## src/rtl/ro_freq_counter.sv

```systemverilog
// ---------------------------------------------------------------------------
// ro_freq_counter
//
// Purpose:
//   Measures the frequency of a ring-oscillator output. It counts the rising
//   edges of ro_in over a window of gate_cycles wb_clk_i cycles.
//   ro_in is asynchronous to wb_clk_i. It is brought into the clock domain
//   through a 2-flop synchronizer. A third flop follows for edge detection.
//   Inputs faster than half the clock rate are not counted reliably. The
//   oscillator path is expected to prescale them first.
//
//   Measurement sequence:
//     IDLE/DONE --start--> ARM   (1 cycle: clear results, latch window)
//     ARM       ---------> COUNT (gate_cycles cycles) or DONE if window is 0
//     COUNT     ---------> DONE  (results held until start or abort)
//     any state --abort--> IDLE  (results cleared; abort beats start)
//
// Parameters:
//   CNT_W   - width of the edge-count result
//   GATE_W  - width of the gate-length input (in clock cycles)
//
// Ports:
//   wb_clk_i     in   clock; every state change happens on its rising edge
//   wb_rst_ni    in   asynchronous active-low reset
//   ro_in        in   selected ring-oscillator output (asynchronous)
//   start        in   one-cycle request to begin a measurement
//   abort        in   synchronous cancel, returns to IDLE
//   gate_cycles  in   measurement window length in clock cycles
//   count_o      out  rising edges counted in the last window (saturating)
//   busy         out  high while in ARM or COUNT
//   done         out  high while in DONE
//   overflow     out  sticky flag: an edge arrived while count_o was all-ones
//   irq          out  one-cycle pulse on every entry into DONE
//
// Build option:
//   RO_FREQ_IRQ_EN - when defined, irq pulses on every entry into DONE.
//                    When undefined, irq is tied to 0 and no irq logic is
//                    generated.
// ---------------------------------------------------------------------------
module ro_freq_counter #(
   parameter int CNT_W  = 24,
   parameter int GATE_W = 16
) (
   input  logic              wb_clk_i,
   input  logic              wb_rst_ni,
   input  logic              ro_in,
   input  logic              start,
   input  logic              abort,
   input  logic [GATE_W-1:0] gate_cycles,
   output logic [CNT_W-1:0]  count_o,
   output logic              busy,
   output logic              done,
   output logic              overflow,
   output logic              irq
);

   typedef enum logic [1:0] {
      IDLE  = 2'd0,
      ARM   = 2'd1,
      COUNT = 2'd2,
      DONE  = 2'd3
   } state_t;

   state_t             state;
   state_t             state_next;

   logic               sync1;
   logic               sync2;
   logic               sync3;
   logic               ro_rise;

   logic [GATE_W-1:0]  gate_rem;
   logic [GATE_W-1:0]  gate_rem_next;
   logic [CNT_W-1:0]   count_next;
   logic               overflow_next;
   logic               count_full;

   // The synchronizer chain resets to 0. A high ro_in at reset release
   // can only produce an edge while the FSM sits in IDLE. Edges are counted
   // only in COUNT, so that stale edge is never counted.
   always_ff @(posedge wb_clk_i or negedge wb_rst_ni) begin
      if (!wb_rst_ni) begin
         sync1 <= 1'b0;
         sync2 <= 1'b0;
         sync3 <= 1'b0;
      end else begin
         sync1 <= ro_in;
         sync2 <= sync1;
         sync3 <= sync2;
      end
   end

   assign ro_rise    = sync2 & ~sync3;
   assign count_full = &count_o;

   // State, window counter and result registers.
   always_ff @(posedge wb_clk_i or negedge wb_rst_ni) begin
      if (!wb_rst_ni) begin
         state    <= IDLE;
         gate_rem <= '0;
         count_o  <= '0;
         overflow <= 1'b0;
      end else begin
         state    <= state_next;
         gate_rem <= gate_rem_next;
         count_o  <= count_next;
         overflow <= overflow_next;
      end
   end

   // Next-state and result update.
   // Results are cleared on the edge that enters ARM, so they already read
   // zero during the ARM cycle.
   // The window length is sampled only in ARM. Later changes to gate_cycles
   // therefore cannot disturb a running window.
   // In COUNT, gate_rem is never 0, because ARM sends a zero-length window
   // straight to DONE. The "<= 1" test is a defensive choice so that a
   // corrupted gate_rem still terminates the window.
   always_comb begin
      state_next    = state;
      gate_rem_next = gate_rem;
      count_next    = count_o;
      overflow_next = overflow;

      if (abort) begin
         state_next    = IDLE;
         gate_rem_next = '0;
         count_next    = '0;
         overflow_next = 1'b0;
      end else begin
         unique case (state)
            IDLE, DONE: begin
               if (start) begin
                  state_next    = ARM;
                  count_next    = '0;
                  overflow_next = 1'b0;
               end
            end

            ARM: begin
               gate_rem_next = gate_cycles;
               if (gate_cycles == '0) begin
                  state_next = DONE;
               end else begin
                  state_next = COUNT;
               end
            end

            COUNT: begin
               gate_rem_next = gate_rem - GATE_W'(1);
               if (gate_rem <= GATE_W'(1)) begin
                  state_next = DONE;
               end
               if (ro_rise) begin
                  if (count_full) begin
                     overflow_next = 1'b1;
                  end else begin
                     count_next = count_o + CNT_W'(1);
                  end
               end
            end

            default: begin
               state_next = IDLE;
            end
         endcase
      end
   end

   // busy and done are decoded from the next state and then registered.
   // They line up with the state register and never glitch.
   always_ff @(posedge wb_clk_i or negedge wb_rst_ni) begin
      if (!wb_rst_ni) begin
         busy <= 1'b0;
         done <= 1'b0;
      end else begin
         busy <= (state_next == ARM) || (state_next == COUNT);
         done <= (state_next == DONE);
      end
   end

`ifdef RO_FREQ_IRQ_EN
   logic irq_q;

   // The pulse fires only on the edge that enters DONE. It covers entry
   // from COUNT and the zero-length path from ARM. A DONE that is simply
   // being held does not fire it again.
   always_ff @(posedge wb_clk_i or negedge wb_rst_ni) begin
      if (!wb_rst_ni) begin
         irq_q <= 1'b0;
      end else begin
         irq_q <= (state_next == DONE) && (state != DONE);
      end
   end

   assign irq = irq_q;
`else
   assign irq = 1'b0;
`endif

endmodule

```

## config.mk

```make
export PLATFORM = sky130hd
export DESIGN_NAME = ro_freq_counter
export DESIGN_NICKNAME = d
export VERILOG_FILES = /design/src/rtl/ro_freq_counter.sv
export SDC_FILE = /design/constraint.sdc
export NUM_CORES = 1
export LEC_CHECK = 0
export CAP_MARGIN = 20
export CORE_MARGIN = 5
export CORE_UTILIZATION = 55
export DETAILED_ROUTE_END_ITERATION = 6
export PLACE_DENSITY = 0.82
export SYNTH_ARGS = -nofsm -noshare
export SYNTH_HDL_FRONTEND = slang
export SYNTH_SLANG_ARGS = --single-unit
```

## constraint.sdc

```tcl
create_clock -name wb_clk_i -period 3.39 [get_ports wb_clk_i]
set_clock_uncertainty 0.15 [all_clocks]
set_input_delay 0.5085 -clock wb_clk_i [delete_from_list [all_inputs] [get_ports wb_clk_i]]
set_output_delay 0.5085 -clock wb_clk_i [all_outputs]
set_load 0.01 [all_outputs]
```

-- Word-level counts from Yosys, hierarchy flattened
Cells that the tools add are included.
- add/sub/neg operators: 2
- $lt $le $gt $ge: 1
- equality and inequality tests: 10
- multiplexer cells: 17
- bitwise gates (word level): 2
- reductions and logical operators: 9
- operators by type and width (operator ; count):
    24-bit 2-to-1 mux ; 4
    24-bit case mux with 2 select lines ; 1
    16-bit case mux with 2 select lines ; 1
    24-bit by 1-bit adder with 24-bit output, second input constant ; 1
    24-bit AND reduction ; 1
    16-bit by 1-bit less-or-equal comparator with 1-bit output, second input constant ; 1
    16-bit zero test ; 1
    16-bit 2-to-1 mux ; 1
    16-bit by 1-bit subtractor with 16-bit output, second input constant ; 1
    3-bit inequality test, second input constant ; 4
    2-bit == test, second input constant ; 4
    4-bit AND reduction ; 2
    2-bit 2-to-1 mux ; 3
    2-bit case mux with 3 select lines ; 1
    3-bit nonzero test ; 2
    1-bit 2-to-1 mux ; 5
    2-bit by 1-bit == test with 1-bit output, second input constant ; 2
    2-bit zero test ; 1
    1-bit case mux with 2 select lines ; 1
    2-bit OR reduction ; 1
    1-bit AND ; 1
    1-bit logical OR ; 1
    1-bit NOT ; 1
- register bits after elaboration: 48
- input port bits: 21
- output and inout port bits: 28
- logic and storage cells: 50

-- Logic depth before layout (Yosys ltp)
- depth after elaboration: 6
- depth in mapped cells: 9
- depth with buffers taken out: 8

-- Least setup slack after synthesis
No wires, ideal clock.
- path kind: register to register
- from: register state[0]
- to: register count_o[11]
- setup time: 78 ps
- arrival: 1934 ps
- required time: 3162 ps
- slack: 1228 ps
- stages on the path, launching flop included: 10
- path buffers: 2
- period minus slack after synthesis: 2162 ps
- path through: dfrtp_1 inv_1 ha_1 mux2i_1 a21oi_2 nor2_1 buf_6 clkbuf_1 o31ai_1 a21oi_1
- word-level cells in the longest chain between the ends: 4
- elaborated cells between the ends (all ways): 11
- classes of those cells: 5 x eq/ne; 2 x mux; 4 x reduce/logical
- RTL lines (element ; line ; text):
    start, declared ; 64 ; state_t state;
    start signal, assigned ; 104 ; state <= state_next;
    2-bit == test / 2-bit zero test (equally long branches) ; 131 ; unique case (state)
    2-bit OR reduction ; 131 ;
    3-bit inequality test (no line), or another cell as far along ; n/a ;
    4-bit AND reduction (no line) / 24-bit 2-to-1 mux (equally long branches) ; n/a ;
    end signal, assigned ; 106 ; count_o <= count_next;
    end, declared ; 50 ; output logic [CNT_W-1:0] count_o,
Parallel ways exist; a longest one is shown, timed or not.
A chain may end at the register's enable or synchronous reset.

-- Final worst setup path
- from: register state[0]
- to: register count_o[21]
Same word-level chain as after synthesis.

==> results.yml <==
status:
  status: "complete, no violations"
worst_setup_path:
  cp_data_arrival_time_ns: 2.56
  critPathLaunch: "state[0]"
  cp.required_ns: 3.42
  path_cells: "inv_1 > ha_1 > mux2i_1 > a21oi_2 > nor2_1 > buf_4 > nor4_1 > mux2i_1"
  max_stage_delay_ns: 0.44
  cp_slowest_cell: "nor2_1"
  path_class: "reg2reg"
  critPathLaunchType: "register"
  rr_startpoint: "state[0]"
  crit_fanout: 13
  endpoint_kind: "register"
  rrSetupSlack_ns: 0.85
  path_common_cell: "mux2i_1"
synthesis:
  synth_top_cell_by_area: "dfrtp_1"
  yosys-top-cells-count: "48 x dfrtp_1, 30 x a21oi_1, 28 x nand2_1, 25 x nor2_1, 17 x o21ai_0"
  async_flop_share_pct: 100
  synth_top_cell_area_share_pct: 41.0
  yosys_warnings: 0
  synth_ff_type: "dfrtp_1"
  synth_edf_count: 0
  avgSynthCellArea_um2: 8.87
  ys_ff_latch: 48
  netlist_area_mm2: 0.00293
  yosysMostFrequentCell: "dfrtp_1"
  synth_nets: 357
  synth_area_leaders: "dfrtp_1 41%, a21oi_1 5.1%, o31ai_1 3.8%, nand2_1 3.6%, nor2_1 3.2%"
  synthCells: 330
  yosysUniqueCellTypes: 54
  yosysSeqAreaShare_pct: 41.0
floorplanning:
  die-height_um: 83.0
  fp-row-count: 26
  dieArea_mm2: 0.00688
  start_util_pct: 57.0
  ios: 49
  core_mm2: 0.00514
  die_w_um: 83.0
clock_network:
  htreeDepth: 2
  root_buffer: "clkbuf_8"
  post-cts-setup-buffers: 0
  clockBufferDepth: 2
  ctsHoldBuffers: 0
  cts_tree: "yes"
  cts_resized: 0
  clk_latency_ns: 0.30
  cts.sinks: 48
  cts-buffers-inserted: 5
  clkTransAtPathRegs_ns: 0.08
cells_and_area:
  drive_gt1_share_pct: 7.26
  area_growth_pct: 20.6
  fin_util_pct: 68.7
  instances_no_fill: 442
  n_antenna_cell: 0
  nets: 399
  fillers: 439
routing:
  vias: 2883
  dr.pass1.iters: 5
  drt-wirelength-per-cell_um: 17.1
  drtIter0Drc: 183
  wl_mm: 7.56
  final_antenna_net_count: 0
  drc_errors: 0
  vias_per_cell: 6.52
placed_design:
  place_inst: 434
  post-dp-hpwl_mm: 5.48
  place_ws_ns: 0.700
  numPortBuffers: 47
  routabilityCongestion: 0.899
sta:
  slew_headroom_pct: 38.0
  max_freq_mhz: 394
  tightest_slew_ns: 0.922
  final.min_clock_period_ns: 2.54
  setup_viol: 0
  setup_tns_ns: 0
  hold_viol: 0
  final_max_slew_viol_count: 0
  min_period_over_period_pct: 74.8
  rsz0062_at_grt: "false"
  layout_setup_ws_ns: 0.853
global_route:
  grt_pass1_vias: 2718
  grt_pass1_wl_mm: 12.8
  grt_overflow: 0
  grt_max_degree: 49
  antenna_found_initial: 0
  globalRouteTotalUtil_pct: 22.0
power:
  power_density_mw_per_mm2: 631
  fin_total_pwr_mw: 2.23
  p_leak_nw: 1.37
  max-vdd-ir-drop_v: 0.000476
hold_path:
  min_path_type: "in2async"
job:
  drv_cap: 0
[critical path, delay by kind of cell, from the launching register on]
kind / cells / cell delay [ns]
buf+inv: 2 / 0.36
mux: 2 / 0.51
compound gates: 1 / 0.09
flops: 1 / 0.40
simple gates: 2 / 0.53
fa+ha+maj: 1 / 0.39
[final cells by class]
type / instances / area, um2 / area share (%)
clock buffers: 6 / 72.6 / 2.06
flip-flops and latches: 48 / 1200 / 34.0
repair buffers: 53 / 523 / 14.8
inverters: 11 / 41.3 / 1.17
well taps: 70 / 87.6 / 2.48
clock inverters: 1 / 5.00 / 0.142
multi-input cells: 253 / 1600 / 45.3
[metal layers]
layer	global-route usage, %	share of wire [%]
met1	27.2	40
met2	38.8	51
met3	3.86	7.2
met4	6.98	1.8
met5	0	0
[stage by stage]
| step | hold WS (ns) | area, um2 |
|---|---|---|
| floorplan | 0.0629 | 2930 |
| global placement | 0.187 | 3430 |
| detailed placement | 0.188 | 3430 |
| CTS | 0.208 | 3510 |
| global route | 0.0523 | 3530 |
| finish | 0.0129 | 3530 |
[state kept, by name, indices dropped and copies added (netlist names)]
register and flops:
sync1 1, state 2, overflow 1, busy 1, sync3 1, gate_rem 16
sync2 1, count_o 24, done 1
[cell usage in the layout, fill, tap and decap left out, drive strengths merged, types with 3 or more instances in the layout]
cell	instances
dfrtp	48
clkdlybuf4s50	46
a21oi	31
nand2	28
nor2	26
o21ai	18
nand3	15
o31ai	15
nor4	13
or4	12
inv	11
a211oi	11
nand4	10
buf	7
and3	6
xor2	6
ha	6
clkbuf	6
nor2b	5
nand2b	5
or3	4
mux2i	3
mux2	3
o311ai	3
nor3	3
o41ai	3
[report_power, final]
part	total, mW	internal (mW)	switching (mW)
clock network	0.328	0.141	0.187
logic	1.09	0.445	0.641
registers	0.816	0.685	0.131
total	2.23	1.27	0.959
[path summary, 6_finish.rpt]
| kind | cells after the start | endpoint |
|---|---|---|
| max in group asynchronous | 2 | sync1 |
| max reg2reg | 8 | count_o[21] |
| min in group wb_clk_i | 0 | sync2 |
| min | 1 | count_o[16] |
| max | 8 | count_o[21] |
| min reg2reg | 0 | sync2 |
[logic make-up after synthesis]
group / synth area share (%)
fa+ha+maj: 2.56
flops: 41.0
compound gates: 22.1
mux: 2.18
xor+xnor: 1.79
other cells: 0.128
buf+inv: 4.32
simple gates: 25.9
(Power assumes the default switching activity.)
